### config.mk
export PLATFORM = sky130hd
export DESIGN_NAME = uart_tx_queue
export DESIGN_NICKNAME = d
export VERILOG_FILES = /design/src/rtl/uart_tx_queue.sv
export SDC_FILE = /design/constraint.sdc
export NUM_CORES = 1
export LEC_CHECK = 0
export CAP_MARGIN = 5
export CELL_PAD_IN_SITES_DETAIL_PLACEMENT = 1
export CELL_PAD_IN_SITES_GLOBAL_PLACEMENT = 2
export CORE_ASPECT_RATIO = 0.5
export CORE_MARGIN = 10
export CORE_UTILIZATION = 50
export CTS_BUF_LIST = sky130_fd_sc_hd__clkbuf_8
export DETAILED_ROUTE_END_ITERATION = 10
export PLACE_DENSITY_LB_ADDON = 0.1
export SETUP_SLACK_MARGIN = 0.05
export SYNTH_ARGS = -nofsm -noshare
export SYNTH_HDL_FRONTEND = slang
export SYNTH_SLANG_ARGS = --single-unit
### constraint.sdc
create_clock -name clk -period 6.95 [get_ports clk]
set_input_delay 2.085 -clock clk [delete_from_list [all_inputs] [get_ports clk]]
set_output_delay 2.085 -clock clk [all_outputs]
set_load 0.005 [all_outputs]
### src/rtl/uart_tx_queue.sv
`default_nettype none
`timescale 1ns/1ps
// ============================================================================
//  Module      : uart_tx_queue
//  Description : Byte FIFO plus launch sequencer in front of a UART sender.
//                Producers push bytes at any rate. Bytes are handed to the
//                sender one at a time over a transmit/busy handshake, so no
//                byte is launched while a frame is in flight. Sticky overflow
//                and handshake-timeout flags are provided for debug LEDs.
//  Revision    : 1.0 - initial release
// ----------------------------------------------------------------------------
//  Ports
//    clk          in   1         system clock, rising edge
//    rst_n        in   1         asynchronous active-low reset
//    wr_data      in   8         byte to enqueue
//    wr_en        in   1         enqueue strobe, one byte per cycle
//    full         out  1         FIFO holds DEPTH bytes
//    empty        out  1         FIFO holds no bytes
//    count        out  ADDR_W+1  current occupancy, 0..DEPTH
//    overflow     out  1         sticky, a write was dropped
//    timeout_err  out  1         sticky, sender never acknowledged a launch
//    clr_status   in   1         synchronous clear of both sticky flags
//    tx_data      out  8         byte presented to the sender
//    tx_start     out  1         one-cycle launch pulse to the sender
//    tx_busy      in   1         sender busy flag
// ============================================================================
module uart_tx_queue #(
  parameter int DEPTH        = 16,
  parameter int ADDR_W       = 4,
  parameter int BUSY_TIMEOUT = 8
) (
  input  logic              clk,
  input  logic              rst_n,
  input  logic [7:0]        wr_data,
  input  logic              wr_en,
  output logic              full,
  output logic              empty,
  output logic [ADDR_W:0]   count,
  output logic              overflow,
  output logic              timeout_err,
  input  logic              clr_status,
  output logic [7:0]        tx_data,
  output logic              tx_start,
  input  logic              tx_busy
);

  // Timer only has to reach BUSY_TIMEOUT-1.
  localparam int                 TMR_W       = $clog2(BUSY_TIMEOUT);
  localparam logic [ADDR_W:0]    c_depth     = (ADDR_W+1)'(DEPTH);
  localparam logic [ADDR_W:0]    c_cnt_one   = (ADDR_W+1)'(1);
  localparam logic [ADDR_W-1:0]  c_ptr_one   = ADDR_W'(1);
  localparam logic [TMR_W-1:0]   c_tmr_one   = TMR_W'(1);
  localparam logic [TMR_W-1:0]   c_tmr_last  = TMR_W'(BUSY_TIMEOUT - 1);

  typedef enum logic [1:0] {
    S_IDLE    = 2'd0,
    S_START   = 2'd1,
    S_WAIT_HI = 2'd2,
    S_WAIT_LO = 2'd3
  } state_t;

  // --------------------------------------------------------------------------
  // Storage and registers
  // --------------------------------------------------------------------------
  logic [7:0]        r_mem [DEPTH];
  logic [ADDR_W-1:0] r_wr_ptr;
  logic [ADDR_W-1:0] r_rd_ptr;
  logic [ADDR_W:0]   r_count;
  logic              r_overflow;
  logic              r_timeout_err;
  logic [7:0]        r_tx_data;
  logic              r_tx_start;
  state_t            r_state;
  logic [TMR_W-1:0]  r_timer;

  // --------------------------------------------------------------------------
  // Combinational control
  // --------------------------------------------------------------------------
  state_t            w_state_nxt;
  logic [TMR_W-1:0]  w_timer_nxt;
  logic              w_pop;
  logic              w_timeout;
  logic              w_full;
  logic              w_empty;
  logic              w_wr_accept;
  logic              w_wr_drop;

  assign w_full      = (r_count == c_depth);
  assign w_empty     = (r_count == '0);
  // A full FIFO drops the write even if a pop happens in the same cycle;
  // the slot freed by that pop is not reusable until the next cycle.
  assign w_wr_accept = wr_en & ~w_full;
  assign w_wr_drop   = wr_en &  w_full;

  always_comb begin
    w_state_nxt = r_state;
    w_timer_nxt = r_timer;
    w_pop       = 1'b0;
    w_timeout   = 1'b0;
    case (r_state)
      S_IDLE: begin
        // Only launch when the sender is idle; a sender already busy with
        // other traffic simply holds us here.
        if (!w_empty && !tx_busy) begin
          w_pop       = 1'b1;
          w_state_nxt = S_START;
        end
      end
      S_START: begin
        w_timer_nxt = '0;
        w_state_nxt = S_WAIT_HI;
      end
      S_WAIT_HI: begin
        if (tx_busy) begin
          w_state_nxt = S_WAIT_LO;
        end else if (r_timer == c_tmr_last) begin
          // Sender never acknowledged: the byte is treated as consumed,
          // there is no retry.
          w_timeout   = 1'b1;
          w_state_nxt = S_IDLE;
        end else begin
          w_timer_nxt = r_timer + c_tmr_one;
        end
      end
      S_WAIT_LO: begin
        if (!tx_busy) begin
          w_state_nxt = S_IDLE;
        end
      end
      default: begin
        w_state_nxt = S_IDLE;
      end
    endcase
  end

  // --------------------------------------------------------------------------
  // State register
  // --------------------------------------------------------------------------
  always_ff @(posedge clk or negedge rst_n) begin
    if (!rst_n) begin
      r_state <= S_IDLE;
      r_timer <= '0;
    end else begin
      r_state <= w_state_nxt;
      r_timer <= w_timer_nxt;
    end
  end

  // --------------------------------------------------------------------------
  // FIFO memory (contents are don't-care after reset)
  // --------------------------------------------------------------------------
  always_ff @(posedge clk) begin
    if (w_wr_accept) begin
      r_mem[r_wr_ptr] <= wr_data;
    end
  end

  // --------------------------------------------------------------------------
  // Pointers, occupancy, launch outputs
  // --------------------------------------------------------------------------
  always_ff @(posedge clk or negedge rst_n) begin
    if (!rst_n) begin
      r_wr_ptr   <= '0;
      r_rd_ptr   <= '0;
      r_count    <= '0;
      r_tx_data  <= 8'h00;
      r_tx_start <= 1'b0;
    end else begin
      if (w_wr_accept) begin
        r_wr_ptr <= r_wr_ptr + c_ptr_one;
      end
      if (w_pop) begin
        r_rd_ptr  <= r_rd_ptr + c_ptr_one;
        r_tx_data <= r_mem[r_rd_ptr];
      end
      // Pulse is high only in the cycle following an IDLE launch.
      r_tx_start <= w_pop;
      case ({w_wr_accept, w_pop})
        2'b10:   r_count <= r_count + c_cnt_one;
        2'b01:   r_count <= r_count - c_cnt_one;
        default: r_count <= r_count;
      endcase
    end
  end

  // --------------------------------------------------------------------------
  // Sticky status flags: a set event in the same cycle beats a clear.
  // --------------------------------------------------------------------------
  always_ff @(posedge clk or negedge rst_n) begin
    if (!rst_n) begin
      r_overflow    <= 1'b0;
      r_timeout_err <= 1'b0;
    end else begin
      if (w_wr_drop) begin
        r_overflow <= 1'b1;
      end else if (clr_status) begin
        r_overflow <= 1'b0;
      end
      if (w_timeout) begin
        r_timeout_err <= 1'b1;
      end else if (clr_status) begin
        r_timeout_err <= 1'b0;
      end
    end
  end

  // --------------------------------------------------------------------------
  // Outputs
  // --------------------------------------------------------------------------
  assign full        = w_full;
  assign empty       = w_empty;
  assign count       = r_count;
  assign overflow    = r_overflow;
  assign timeout_err = r_timeout_err;
  assign tx_data     = r_tx_data;
  assign tx_start    = r_tx_start;

endmodule
`default_nettype wire

# Yosys cells after proc, flatten, opt, wreduce, memory -nomap -nowiden
# Memories as Yosys holds them, arrays and structs flattened. A register that Yosys moved wholly into a read port is not among the register bits.
# Cells that the tools add are included.
[classes]
n_addsub = 5
n_eq_ne = 12
muxes = 19
bitwise = 3
reduce_logical = 12
[ops]
columns = ["cell", "n"]
rows = [
  ["1-bit two-way mux", 10],
  ["5-bit case mux with 2 select lines", 1],
  ["4-bit by 1-bit adder with 4-bit output (second input constant)", 2],
  ["2-bit two-way mux", 4],
  ["2-bit inequality test (second input constant)", 4],
  ["2-bit case mux with 4 select lines", 1],
  ["2-bit nonzero test", 4],
  ["2-bit == test (second input constant)", 3],
  ["3-bit two-way mux", 2],
  ["3-bit case mux with 2 select lines", 1],
  ["3-bit AND reduction", 2],
  ["5-bit by 1-bit adder with 5-bit output (second input constant)", 1],
  ["5-bit == test (second input constant)", 1],
  ["5-bit logical NOT", 1],
  ["5-bit by 1-bit subtractor with 5-bit output (second input constant)", 1],
  ["2-bit by 1-bit == test with 1-bit output (second input constant)", 2],
  ["3-bit by 1-bit adder with 3-bit output (second input constant)", 1],
  ["3-bit == test (second input constant)", 1],
  ["1-bit logical NOT", 3],
  ["3-bit inequality test (second input constant)", 1],
  ["1-bit bitwise AND", 2],
  ["2-bit logical NOT", 1],
  ["1-bit logical AND", 1],
  ["1-bit inverter", 1],
]
[totals]
register_bits = 21
ram_bits = 128
in_bits = 13
output_inout_bits = 18
elab_cells = 60
n_memories = 1
[mem_list]
columns = ["memory", "depth", "width", "read_ports", "rd_clocked_by_memory_dff", "wr", "line", "text"]
rows = [
  ["r_mem", 16, 8, 1, 1, 1, "65", "logic [7:0] r_mem [DEPTH];"],
]

# Longest topological paths before layout
# Gate-level depths: netlist (run 1).
[depth]
depth_word = 7
ltp_mapped = 13
ltp_nobuf = 12

# Worst setup path after synthesis (run 1)
# OpenSTA, ideal clock, no wires.
[synth_path]
path_kind = "input-to-reg"
startpoint = "input port tx_busy"
endpoint = "register r_count[4] (netlist: count[4])"
setup_time_ns = 0.124
arrival_ns = 4.203
t_required_ns = 6.826
path_slack_ns = 2.623
path_stages = 10
path_buffers = 0
path_cell_list = "or4_4 > inv_1 > ha_1 > inv_1 > fa_1 > nor2b_1 > o21ai_0 > nand3_1 > or3b_2 > xnor2_1"
[synth_via]
elab_chain_cells = 6
elab_cells_between_ends = 8
cone_classes = "2 x eq/ne; 3 x mux; 3 x reduce/logical"
[synth_lines]
columns = ["element", "line", "text"]
rows = [
  ["start, declared", "44", "input logic tx_busy"],
  ["1-bit logical NOT (*)", "n/a", ""],
  ["1-bit logical AND (*)", "104", "if (!w_empty && !tx_busy) begin"],
  ["1-bit two-way mux (*)", "104", ""],
  ["1-bit two-way mux (*)", "100", "case (r_state)"],
  ["named net w_pop", "81", "logic w_pop;"],
  ["2-bit by 1-bit == test with 1-bit output / 2-bit == test (equally long branches)", "178", "case ({w_wr_accept, w_pop})"],
  ["5-bit case mux with 2 select lines / 2-bit nonzero test (equally long branches)", "n/a", ""],
  ["end signal, assigned", "179", "2'b10: r_count <= r_count + c_cnt_one;"],
  ["end signal, assigned", "180", "2'b01: r_count <= r_count - c_cnt_one;"],
  ["end signal, assigned", "181", "default: r_count <= r_count;"],
  ["end, declared", "68", "logic [ADDR_W:0] r_count;"],
]
# The timed path passes the listed nets; every way through them passes the cells marked *.
# A chain may end at the register's enable or synchronous reset.

# Final worst setup path (run 1)
# Ends and elaborated chain as after synthesis.

==> results of run 1 <==
[worst max path at each step]
stage,start,to,slack [ns],cells past startpoint
4_1_cts,tx_busy,count[4],2.15,11
3_3_place_gp,tx_busy,count[4],1.80,11
2_1_floorplan,tx_busy,count[4],2.62,10
3_5_place_dp,tx_busy,count[4],1.67,11
6_report,tx_busy,count[4],2.12,11
5_1_grt,tx_busy,count[4],1.94,11
[layer usage]
layer	vias to the layer above	wire length, um	track usage, %
met5	-	0	0
met4	0	58	4.323
met3	4	820	4.237
met2	88	6410	24.36
met1	1695	6098	20.83
li1	1462	-	-
[registers in the layout, summed over array words and instances (netlist names)]
register     flops
tx_start         1
r_mem          128
count            5
timeout_err      1
overflow         1
r_timer          3
r_state          2
r_rd_ptr         4
tx_data          8
r_wr_ptr         4
[synth_stat cells, types with 3 or more instances]
cell	count	share of area, %
nand2_1	35	2.0
buf_2	4	0.31
o21ai_1	15	1.2
o21ai_0	6	0.47
buf_6	4	0.70
nor3_1	4	0.31
a21oi_1	4	0.31
dfrtp_1	29	11
clkbuf_1	6	0.35
mux4_2	15	5.2
xnor2_1	8	1.1
buf_4	3	0.35
mux2i_1	9	1.4
mux4_1	17	6.9
inv_1	10	0.58
edfxtp_1	128	60
nor2_1	17	0.99
a22o_1	4	0.54
ha_1	11	2.1
mux2_2	8	1.4
[cell families after synthesis]
logic type / synth area share [%]
flops: 70.78
simple gates: 4.593
mux: 14.94
fa+ha+maj: 2.442
compound gates: 3.004
buf+inv: 2.887
xor+xnor: 1.357
[layout make-up]
| cell class | instances | area, um^2 | area share [%] |
|---|---|---|---|
| clock buffers | 17 | 234.0 | 3.201 |
| clock inverters | 15 | 198.9 | 2.722 |
| inverters | 10 | 37.54 | 0.5135 |
| multi-input cells | 172 | 1710 | 23.40 |
| flip-flops and latches | 157 | 4571 | 62.53 |
| well taps | 170 | 212.7 | 2.910 |
| repair buffers | 36 | 345.3 | 4.724 |
[worst max-delay path: stages]
cell,delay [ns]
clkdlybuf4s50_1,0.51
or4_4,0.65
inv_1,0.18
ha_1,0.25
inv_1,0.10
fa_1,0.41
nor2b_1,0.15
o21ai_0,0.12
nand3_1,0.11
or3b_2,0.45
xnor2_1,0.13
[power by group]
group	switching (mW)	leakage (nW)	internal (mW)	total [mW]
clock network	0.372	0.221	0.371	0.743
registers	0.109	1.52	1.17	1.28
logic	0.440	0.847	0.412	0.852
==> flow_results.xml, run 1 <==
<?xml version="1.0" encoding="UTF-8"?>
<metrics>
  <group name="placed_design">
    <metric name="dpl-instance-area" unit="mm^2">0.006877</metric>
    <metric name="detailed_place_hpwl" unit="mm">8.604</metric>
    <metric name="placed_cells" unit="">545</metric>
    <metric name="io_buffers" unit="">30</metric>
    <metric name="gp_routability_congestion" unit="">0.7824</metric>
    <metric name="dp_slack" unit="ns">1.670</metric>
  </group>
  <group name="cts">
    <metric name="clock_path_buffers" unit="">2</metric>
    <metric name="cts.root.buffer_cell" unit="">clkbuf_8</metric>
    <metric name="postCtsSetupRepairBufs" unit="">0</metric>
    <metric name="clk_pin_slew" unit="ns">0.09</metric>
    <metric name="numCtsBuffers" unit="">17</metric>
    <metric name="post_cts_hold_buffer_count" unit="">0</metric>
    <metric name="ctsResizeCount" unit="">0</metric>
    <metric name="insertion_delay" unit="ns">0.44</metric>
    <metric name="tritoncts" unit="">built</metric>
    <metric name="clk_sinks" unit="">157</metric>
    <metric name="cts-htree-levels" unit="">4</metric>
  </group>
  <group name="worst_hold_path">
    <metric name="hold_path.class" unit="">reg2reg</metric>
    <metric name="min_path_cells" unit="">2</metric>
    <metric name="worst_hold_startpoint" unit="">tx_data[0]</metric>
    <metric name="hold-path-endpoint" unit="">tx_data[0]</metric>
  </group>
  <group name="floorplan">
    <metric name="height_of_the_chip" unit="um">100.4</metric>
    <metric name="die_area" unit="mm^2">0.01813</metric>
    <metric name="row_count" unit="">29</metric>
    <metric name="floorplan_die_width" unit="um">180.7</metric>
    <metric name="initial_core_util" unit="%">50.98</metric>
    <metric name="floorplan.core_area" unit="mm^2">0.01266</metric>
    <metric name="boundaryPins" unit="">31</metric>
  </group>
  <group name="route">
    <metric name="drt-pass1-iter-count" unit="">4</metric>
    <metric name="routed_wire_length" unit="mm">13.39</metric>
    <metric name="remaining_drc_errors" unit="">0</metric>
    <metric name="drt.antenna.violating_nets" unit="">0</metric>
    <metric name="wl_cell" unit="um">23.20</metric>
    <metric name="route.vias.total" unit="">3249</metric>
    <metric name="routed_via_density" unit="">5.631</metric>
    <metric name="first_iter_violations" unit="">243</metric>
  </group>
  <group name="critical_path">
    <metric name="r2r-start" unit="">count[0]</metric>
    <metric name="r2r_slack" unit="ns">3.61</metric>
    <metric name="worst-r2r-cell-count" unit="">11</metric>
    <metric name="worstSetupEndpointType" unit="">flop</metric>
    <metric name="timing.rr.end" unit="">count[4]</metric>
    <metric name="timing.critical_path.required" unit="ns">7.28</metric>
    <metric name="crit_fanout" unit="">20</metric>
    <metric name="setup.worst_path.start_class" unit="">input pin</metric>
    <metric name="timing_worst_setup_path_type" unit="">in2reg</metric>
    <metric name="arrival" unit="ns">5.16</metric>
  </group>
  <group name="logic_synthesis">
    <metric name="syn-mean-instance-area" unit="um^2">17.98</metric>
    <metric name="synth.distinct_cells" unit="">36</metric>
    <metric name="post_synth_inst_count" unit="">359</metric>
    <metric name="mappedNetlistArea" unit="mm^2">0.006456</metric>
    <metric name="synth-seq-area-share" unit="%">70.78</metric>
    <metric name="ys_warn_count" unit="">0</metric>
    <metric name="ys.flop_type" unit="">edfxtp_1</metric>
    <metric name="synth_async_sr_flop_share" unit="%">18.47</metric>
    <metric name="synth.ff_latch_count" unit="">157</metric>
    <metric name="synth_enable_flop_cells" unit="">128</metric>
    <metric name="number_of_nets_in_the_synthesized_netlist" unit="">384</metric>
  </group>
  <group name="cells_and_area">
    <metric name="layout.cells.most_common" unit="">edfxtp_1</metric>
    <metric name="areaGrowthSynthToFinish" unit="%">13.22</metric>
    <metric name="design.final.nets" unit="">419</metric>
    <metric name="layout-drive-gt1-share" unit="%">16.22</metric>
    <metric name="fin_cells" unit="">577</metric>
    <metric name="post-route-util" unit="%">57.72</metric>
    <metric name="final_design_area_excluding_fillers" unit="mm^2">0.007310</metric>
    <metric name="diodes" unit="">0</metric>
    <metric name="final_cell_mix" unit="">edfxtp_1 (128), nand2_1 (35), clkdlybuf4s50_1 (30)</metric>
    <metric name="fillers" unit="">1123</metric>
  </group>
  <group name="global_routing">
    <metric name="antenna_violations_before_repair" unit="">0</metric>
    <metric name="global_route.usage.total" unit="%">15.48</metric>
    <metric name="globalRoute.totalOverflow" unit="">0</metric>
    <metric name="vias_in_the_first_global_route" unit="">3643</metric>
    <metric name="grt_pass1_wl" unit="mm">21.20</metric>
    <metric name="grt_start_max_net_pins" unit="">36</metric>
  </group>
  <group name="sta">
    <metric name="minimum_hold_slack" unit="ns">0.5033</metric>
    <metric name="timing.final.hold_violations" unit="">0</metric>
    <metric name="rsz0062_at_grt" unit="">false</metric>
    <metric name="period_needed" unit="ns">4.829</metric>
    <metric name="fmaxAchievable" unit="MHz">207.1</metric>
    <metric name="totalNegativeSetupSlack" unit="ns">0</metric>
    <metric name="setup_viol" unit="">0</metric>
    <metric name="fin_worst_skew" unit="ns">0.01316</metric>
    <metric name="relSlewSlack" unit="%">31.18</metric>
    <metric name="tightest_slew" unit="ns">1.028</metric>
    <metric name="timing.final.max_slew_violations" unit="">0</metric>
    <metric name="layout_worst_path_cycle_share" unit="%">69.49</metric>
    <metric name="worst_slack_setup_final" unit="ns">2.121</metric>
  </group>
  <group name="power_and_ir_drop">
    <metric name="total_leakage_power" unit="nW">2.584</metric>
    <metric name="power-per-cell-area" unit="mW/mm^2">393.0</metric>
    <metric name="vdd_ir_drop_max" unit="mV">0.1452</metric>
    <metric name="p_total" unit="mW">2.873</metric>
  </group>
  <group name="run_status">
    <metric name="run_status" unit="">complete, no violations</metric>
  </group>
  <group name="job">
    <metric name="drv.max_cap_violation_count" unit="">0</metric>
  </group>
</metrics>
Note: power is estimated with default switching activity, not from simulation.
==> run 2: changes to the inputs <==
--- a/config.mk
+++ b/config.mk
@@ -10,7 +10,7 @@
 export CELL_PAD_IN_SITES_GLOBAL_PLACEMENT = 2
 export CORE_ASPECT_RATIO = 0.5
 export CORE_MARGIN = 10
-export CORE_UTILIZATION = 50
+export CORE_UTILIZATION = 48
 export CTS_BUF_LIST = sky130_fd_sc_hd__clkbuf_8
 export DETAILED_ROUTE_END_ITERATION = 10
 export PLACE_DENSITY_LB_ADDON = 0.1
==> constraint.sdc (replaced) <==
create_clock -name clk -period 4.93 [get_ports clk]
set_input_delay 1.479 -clock clk [delete_from_list [all_inputs] [get_ports clk]]
set_output_delay 1.479 -clock clk [all_outputs]
set_load 0.005 [all_outputs]
==> run 2 against run 1 <==
Compared with the run above:
- setup slack lost 1.3 ns
- register-to-register slack lost 2.0 ns
- routed wire length grew 1.3%
- worst hold slack lost 0.0064 ns
- final cell count is the same
- via count grew 0.71%
- sequential share of layout area grew 0.67 points
- combinational power grew 29%
==> flow_results.xml, run 2 (synthesis gave the netlist of run 1 again) <==
<?xml version="1.0" encoding="UTF-8"?>
<metrics>
  <group name="route">
    <metric name="route.vias.total" unit="">3272</metric>
    <metric name="drt-pass1-iter-count" unit="">4</metric>
    <metric name="first_iter_violations" unit="">215</metric>
    <metric name="routed_wire_length" unit="mm">13.57</metric>
    <metric name="routed_via_density" unit="">5.671</metric>
    <metric name="remaining_drc_errors" unit="">0</metric>
    <metric name="wl_cell" unit="um">23.51</metric>
    <metric name="drt.antenna.violating_nets" unit="">0</metric>
  </group>
  <group name="cts">
    <metric name="insertion_delay" unit="ns">0.45</metric>
    <metric name="postCtsSetupRepairBufs" unit="">0</metric>
    <metric name="clock_path_buffers" unit="">2</metric>
    <metric name="tritoncts" unit="">built</metric>
    <metric name="clk_sinks" unit="">157</metric>
    <metric name="post_cts_hold_buffer_count" unit="">0</metric>
    <metric name="numCtsBuffers" unit="">17</metric>
    <metric name="clk_pin_slew" unit="ns">0.09</metric>
    <metric name="cts-htree-levels" unit="">4</metric>
    <metric name="cts.root.buffer_cell" unit="">clkbuf_8</metric>
    <metric name="ctsResizeCount" unit="">0</metric>
  </group>
  <group name="sta">
    <metric name="period_needed" unit="ns">4.159</metric>
    <metric name="relSlewSlack" unit="%">27.82</metric>
    <metric name="totalNegativeSetupSlack" unit="ns">0</metric>
    <metric name="tightest_slew" unit="ns">1.083</metric>
    <metric name="setup_viol" unit="">0</metric>
    <metric name="fin_worst_skew" unit="ns">0.01127</metric>
    <metric name="rsz0062_at_grt" unit="">false</metric>
    <metric name="timing.final.hold_violations" unit="">0</metric>
    <metric name="timing.final.max_slew_violations" unit="">0</metric>
    <metric name="fmaxAchievable" unit="MHz">240.5</metric>
    <metric name="layout_worst_path_cycle_share" unit="%">84.36</metric>
  </group>
  <group name="cells_and_area">
    <metric name="diodes" unit="">0</metric>
    <metric name="final_cell_mix" unit="">edfxtp_1 (128), nand2_1 (35), clkdlybuf4s50_1 (30)</metric>
    <metric name="layout.cells.most_common" unit="">edfxtp_1</metric>
    <metric name="design.final.nets" unit="">420</metric>
    <metric name="fillers" unit="">1161</metric>
    <metric name="largest-register" unit="">r_mem</metric>
    <metric name="layout.area.seq" unit="mm^2">0.004571</metric>
    <metric name="layout-drive-gt1-share" unit="%">15.97</metric>
    <metric name="areaGrowthSynthToFinish" unit="%">12.02</metric>
    <metric name="area_used_by_multi_input_combinational_logic" unit="mm^2">0.001700</metric>
    <metric name="largest_reg_flops" unit="">128</metric>
  </group>
  <group name="global_routing">
    <metric name="antenna_violations_before_repair" unit="">0</metric>
    <metric name="global_route.usage.total" unit="%">15.11</metric>
    <metric name="vias_in_the_first_global_route" unit="">3477</metric>
    <metric name="globalRoute.totalOverflow" unit="">0</metric>
    <metric name="grt_start_max_net_pins" unit="">36</metric>
    <metric name="grt_pass1_wl" unit="mm">20.97</metric>
  </group>
  <group name="floorplan">
    <metric name="floorplan.core_area" unit="mm^2">0.01292</metric>
    <metric name="die_area" unit="mm^2">0.01877</metric>
    <metric name="boundaryPins" unit="">31</metric>
    <metric name="initial_core_util" unit="%">49.98</metric>
    <metric name="floorplan_die_width" unit="um">184.0</metric>
    <metric name="height_of_the_chip" unit="um">102.0</metric>
    <metric name="row_count" unit="">29</metric>
  </group>
  <group name="critical_path">
    <metric name="worstSetupEndpointType" unit="">flop</metric>
    <metric name="setup.worst_path.start_class" unit="">input pin</metric>
    <metric name="worst-r2r-cell-count" unit="">11</metric>
    <metric name="timing.critical_path.required" unit="ns">5.27</metric>
    <metric name="crit_fanout" unit="">20</metric>
    <metric name="critical-path-top-delay-family" unit="">simple AND/OR/NAND/NOR gates</metric>
    <metric name="master_of_the_slowest_instance_on_the_critical_path" unit="">or4_4</metric>
    <metric name="crit_path_cell_trace" unit="">clkdlybuf4s50_1 -&gt; or4_4 -&gt; inv_1 -&gt; ha_1 -&gt; inv_1 -&gt; fa_1 -&gt; nor2b_1 -&gt; o21ai_0 -&gt; nand3_1 -&gt; or3b_2 -&gt; xnor2_1</metric>
    <metric name="max_stage_delay" unit="ns">0.66</metric>
    <metric name="cp_common_cell" unit="">inv_1</metric>
    <metric name="cp.buffers_inverters" unit="">3</metric>
    <metric name="arrival" unit="ns">4.50</metric>
    <metric name="timing_worst_setup_path_type" unit="">in2reg</metric>
    <metric name="timing.critical_path.depth" unit="">11</metric>
  </group>
  <group name="power_and_ir_drop">
    <metric name="power-per-cell-area" unit="mW/mm^2">537.7</metric>
    <metric name="vdd_ir_drop_max" unit="mV">0.2001</metric>
    <metric name="p_total" unit="mW">3.888</metric>
    <metric name="total_leakage_power" unit="nW">2.546</metric>
  </group>
  <group name="job">
    <metric name="drv.max_cap_violation_count" unit="">0</metric>
  </group>
  <group name="placed_design">
    <metric name="io_buffers" unit="">30</metric>
    <metric name="gp_routability_congestion" unit="">0.7827</metric>
    <metric name="detailed_place_hpwl" unit="mm">8.806</metric>
  </group>
  <group name="run_status">
    <metric name="run_status" unit="">complete, no violations</metric>
  </group>
  <group name="worst_hold_path">
    <metric name="min_path_cells" unit="">2</metric>
    <metric name="hold_path.class" unit="">reg2reg</metric>
  </group>
</metrics>
run 2: cell types whose count changed in the layout (fill, tap and decap cells not counted), sizes merged:
cell / before / now
clkinvlp: 1 / 2
inv: 21 / 19
clkinv: 0 / 3
buf: 6 / 7
bufinv: 3 / 0
run 2: metal layers:
| layer | track usage (%) | part of all wire [%] | vias to the layer above |
|---|---|---|---|
| met2 | 22.37 | 44 | 81 |
| met5 | 0 | 0 | - |
| met4 | 3.940 | 0.59 | 0 |
| met3 | 4.356 | 5.5 | 8 |
| li1 | - | - | 1466 |
| met1 | 21.47 | 50 | 1717 |
run 2: final cells by class:
| type | count | share of cell area [%] |
|---|---|---|
| inverter | 10 | 0.5190 |
| tap | 170 | 2.941 |
| multi-input combinational | 172 | 23.51 |
| clock inverter | 14 | 1.713 |
| sequential | 157 | 63.20 |
| timing repair buffer | 37 | 4.879 |
| clock buffer | 17 | 3.235 |
run 2: path summary, 6_finish.rpt:
| path | slack (ns) | endpoint | startpoint |
|---|---|---|---|
| max reg2reg | 1.64 | count[4] | count[0] |
| min reg2reg | 0.50 | tx_data[4] | tx_data[4] |
| min | 0.50 | tx_data[4] | tx_data[4] |
| min in group asynchronous | 1.61 | count[3] | rst_n |
| max in group asynchronous | 2.61 | r_rd_ptr[0] | rst_n |
| max | 0.77 | count[4] | tx_busy |
run 2: worst register-to-register path: stages, from the launching register on:
cell	delay [ns]
dfrtp_1	0.45
nor4_1	0.36
nor2b_1	0.27
or4_4	0.30
inv_1	0.15
ha_1	0.27
ha_1	0.32
nor2b_1	0.14
o21ai_0	0.23
a21oi_1	0.10
or3b_2	0.45
xnor2_1	0.13
run 2: stage by stage:
stage | std cells | area, um^2 | hold WS (ns) | setup slack [ns] | utilization (%)
floorplan | 359 | 6456 | 0.4793 | 1.209 | -
global placement | 546 | 6874 | 0.4708 | 0.3878 | 53.22
detailed placement | 546 | 6874 | 0.4796 | 0.3074 | 53.22
CTS | 577 | 7232 | 0.5009 | 0.7931 | 55.99
global route | 577 | 7232 | 0.5439 | 0.5849 | 55.99
finish | 577 | 7232 | 0.4968 | 0.7713 | 55.99
run 2: power by group:
part / internal [mW] / switching [mW] / total, mW
registers: 1.65 / 0.251 / 1.90
clock network: 0.365 / 0.525 / 0.890
logic: 0.579 / 0.521 / 1.10
==> run 3: changes to the inputs <==
==> constraint.sdc (replaced) <==
create_clock -name clk -period 3.85 [get_ports clk]
set_input_delay 1.155 -clock clk [delete_from_list [all_inputs] [get_ports clk]]
set_output_delay 1.155 -clock clk [all_outputs]
set_load 0.005 [all_outputs]
==> run 3 against run 2 <==
Compared with the run above:
- clock-buffer cell count did not move
- combinational power is 31% higher
- worst hold slack better by 0.010 ns
- flip-flop and latch count did not move
- total power rose by 34%
- critical path depth is the same
- routed wire length rose by 2.1%
- final cell count increased by 3.3%
- setup slack got worse by 0.43 ns
- design area increased by 2.8%
- sequential power rose by 29%
- largest power group unchanged
==> flow_results.xml, run 3 (synthesis gave the netlist of run 1 again) <==
<?xml version="1.0" encoding="UTF-8"?>
<metrics>
  <group name="cells_and_area">
    <metric name="fillers" unit="">1169</metric>
    <metric name="largest-register" unit="">r_mem</metric>
    <metric name="areaGrowthSynthToFinish" unit="%">15.17</metric>
    <metric name="final_cell_mix" unit="">edfxtp_1 (128), nand2_1 (35), clkdlybuf4s50_1 (30)</metric>
    <metric name="diodes" unit="">0</metric>
    <metric name="final_design_area_excluding_fillers" unit="mm^2">0.007436</metric>
    <metric name="largest_reg_flops" unit="">128</metric>
    <metric name="design.final.nets" unit="">439</metric>
    <metric name="layout.cells.most_common" unit="">edfxtp_1</metric>
    <metric name="post-route-util" unit="%">57.56</metric>
    <metric name="layout-drive-gt1-share" unit="%">19.72</metric>
  </group>
  <group name="route">
    <metric name="routed_via_density" unit="">5.622</metric>
    <metric name="drt-pass1-iter-count" unit="">4</metric>
    <metric name="first_iter_violations" unit="">208</metric>
    <metric name="drt.antenna.violating_nets" unit="">0</metric>
    <metric name="route.vias.total" unit="">3351</metric>
    <metric name="routed_wire_length" unit="mm">13.86</metric>
    <metric name="wl_cell" unit="um">23.25</metric>
    <metric name="remaining_drc_errors" unit="">0</metric>
  </group>
  <group name="critical_path">
    <metric name="timing.critical_path.required" unit="ns">4.17</metric>
    <metric name="master_of_the_slowest_instance_on_the_critical_path" unit="">or4_4</metric>
    <metric name="arrival" unit="ns">3.84</metric>
    <metric name="timing.rr.end" unit="">count[4]</metric>
    <metric name="worstSetupEndpointType" unit="">flop</metric>
    <metric name="cp.buffers_inverters" unit="">3</metric>
    <metric name="crit_fanout" unit="">3</metric>
    <metric name="critical-path-top-delay-family" unit="">simple AND/OR/NAND/NOR gates</metric>
    <metric name="max_stage_delay" unit="ns">0.50</metric>
    <metric name="worst-r2r-cell-count" unit="">11</metric>
    <metric name="setup.worst_path.start" unit="">tx_busy</metric>
    <metric name="timing_worst_setup_path_type" unit="">in2reg</metric>
    <metric name="r2r_slack" unit="ns">0.73</metric>
    <metric name="timing.critical_path.depth" unit="">11</metric>
    <metric name="cp_common_cell" unit="">inv_1</metric>
    <metric name="r2r-start" unit="">count[0]</metric>
    <metric name="setup.worst_path.start_class" unit="">input pin</metric>
    <metric name="crit_path_cell_trace" unit="">clkdlybuf4s50_1 -&gt; or4_4 -&gt; inv_1 -&gt; ha_1 -&gt; inv_1 -&gt; fa_1 -&gt; nor2b_1 -&gt; o21ai_0 -&gt; nand3_1 -&gt; or3b_2 -&gt; xnor2_1</metric>
    <metric name="setup.worst_path.end" unit="">count[4]</metric>
  </group>
  <group name="floorplan">
    <metric name="floorplan.core_area" unit="mm^2">0.01292</metric>
    <metric name="row_count" unit="">29</metric>
    <metric name="height_of_the_chip" unit="um">102.0</metric>
    <metric name="boundaryPins" unit="">31</metric>
    <metric name="floorplan_die_width" unit="um">184.0</metric>
    <metric name="initial_core_util" unit="%">49.98</metric>
    <metric name="die_area" unit="mm^2">0.01877</metric>
  </group>
  <group name="cts">
    <metric name="numCtsBuffers" unit="">17</metric>
    <metric name="ctsResizeCount" unit="">0</metric>
    <metric name="cts.root.buffer_cell" unit="">clkbuf_8</metric>
    <metric name="cts-htree-levels" unit="">4</metric>
    <metric name="postCtsSetupRepairBufs" unit="">0</metric>
    <metric name="clock_path_buffers" unit="">2</metric>
    <metric name="insertion_delay" unit="ns">0.44</metric>
    <metric name="tritoncts" unit="">built</metric>
    <metric name="clk_sinks" unit="">157</metric>
    <metric name="post_cts_hold_buffer_count" unit="">0</metric>
    <metric name="clk_pin_slew" unit="ns">0.09</metric>
  </group>
  <group name="placed_design">
    <metric name="gp_routability_congestion" unit="">0.7636</metric>
    <metric name="io_buffers" unit="">30</metric>
    <metric name="dpl-instance-area" unit="mm^2">0.007017</metric>
    <metric name="detailed_place_hpwl" unit="mm">9.289</metric>
  </group>
  <group name="power_and_ir_drop">
    <metric name="total_leakage_power" unit="nW">2.672</metric>
    <metric name="vdd_ir_drop_max" unit="mV">0.2524</metric>
    <metric name="power-per-cell-area" unit="mW/mm^2">698.8</metric>
  </group>
  <group name="run_status">
    <metric name="run_status" unit="">complete, no violations</metric>
  </group>
  <group name="global_routing">
    <metric name="vias_in_the_first_global_route" unit="">3706</metric>
    <metric name="grt_start_max_net_pins" unit="">31</metric>
    <metric name="globalRoute.totalOverflow" unit="">0</metric>
    <metric name="global_route.usage.total" unit="%">15.25</metric>
    <metric name="grt_pass1_wl" unit="mm">21.06</metric>
    <metric name="antenna_violations_before_repair" unit="">0</metric>
  </group>
  <group name="sta">
    <metric name="rsz0062_at_grt" unit="">false</metric>
    <metric name="tightest_slew" unit="ns">1.166</metric>
    <metric name="fin_worst_skew" unit="ns">0.01438</metric>
    <metric name="fmaxAchievable" unit="MHz">284.8</metric>
    <metric name="timing.final.hold_violations" unit="">0</metric>
    <metric name="relSlewSlack" unit="%">22.25</metric>
    <metric name="totalNegativeSetupSlack" unit="ns">0</metric>
    <metric name="period_needed" unit="ns">3.512</metric>
    <metric name="setup_viol" unit="">0</metric>
    <metric name="layout_worst_path_cycle_share" unit="%">91.21</metric>
    <metric name="timing.final.max_slew_violations" unit="">0</metric>
  </group>
  <group name="worst_hold_path">
    <metric name="hold_path.class" unit="">reg2reg</metric>
    <metric name="min_path_cells" unit="">2</metric>
  </group>
  <group name="job">
    <metric name="drv.max_cap_violation_count" unit="">0</metric>
  </group>
</metrics>
-- run 3: cell count changes in the layout (fill, tap and decap cells not counted) --
cell / delta
inv_6: -2
bufinv_16: +3
buf_4: +19
inv_8: -1
-- run 3: worst min-delay path by stage --
| stage | from | to | slack, ns |
|---|---|---|---|
| after floorplan | tx_data[0] | tx_data[0] | 0.48 |
| after global placement | timeout_err | timeout_err | 0.47 |
| after global routing | timeout_err | timeout_err | 0.52 |
| after detailed placement | tx_data[3] | tx_data[3] | 0.49 |
| after CTS | tx_data[6] | tx_data[6] | 0.51 |
| final | tx_data[6] | tx_data[6] | 0.51 |
-- run 3: metal layers --
layer  up-vias  global-route usage (%)  share of wire [%]
li1       1497                       -                  -
met1      1783                   20.16                 49
met2        61                   24.66                 48
met3        10                   3.222                3.2
met4         0                   5.629               0.77
met5         -                       0                  0
-- run 3: layout make-up --
cell class / instances / area (um^2) / share of cell area, %
Clock buffer: 17 / 234.0 / 3.147
Clock inverter: 14 / 185.2 / 2.490
Inverter: 10 / 37.54 / 0.5048
Multi-Input combinational cell: 172 / 1700 / 22.87
Sequential cell: 157 / 4571 / 61.47
Tap cell: 170 / 212.7 / 2.861
Timing Repair Buffer: 56 / 495.5 / 6.663
-- run 3: worst reg2reg max path: stages (launching register included) --
cell     delay, ns
dfrtp_1       0.47
nor4_1        0.40
nor2b_1       0.26
or4_4         0.16
inv_1         0.05
ha_1          0.24
ha_1          0.33
nor2b_1       0.14
o21ai_0       0.26
a21oi_1       0.12
or3b_2        0.46
xnor2_1       0.13
-- run 3: metrics by stage --
step / hold slack (ns) / power (mW) / setup WS [ns] / std cells
floorplan: 0.4793 / 3.385 / 0.4527 / 359
global placement: 0.4722 / 3.826 / 0.005617 / 565
detailed placement: 0.4855 / 3.952 / -0.1038 / 565
CTS: 0.5143 / 5.246 / 0.3626 / 596
global route: 0.5223 / 5.475 / 0.2617 / 596
finish: 0.5071 / 5.196 / 0.3384 / 596
-- run 3: report_power, final --
part           switching [mW]  total [mW]  leakage [nW]  internal [mW]
sequential              0.348        2.45          1.52           2.11
clock                   0.645        1.30         0.207          0.656
combinational           0.650        1.44         0.949          0.792
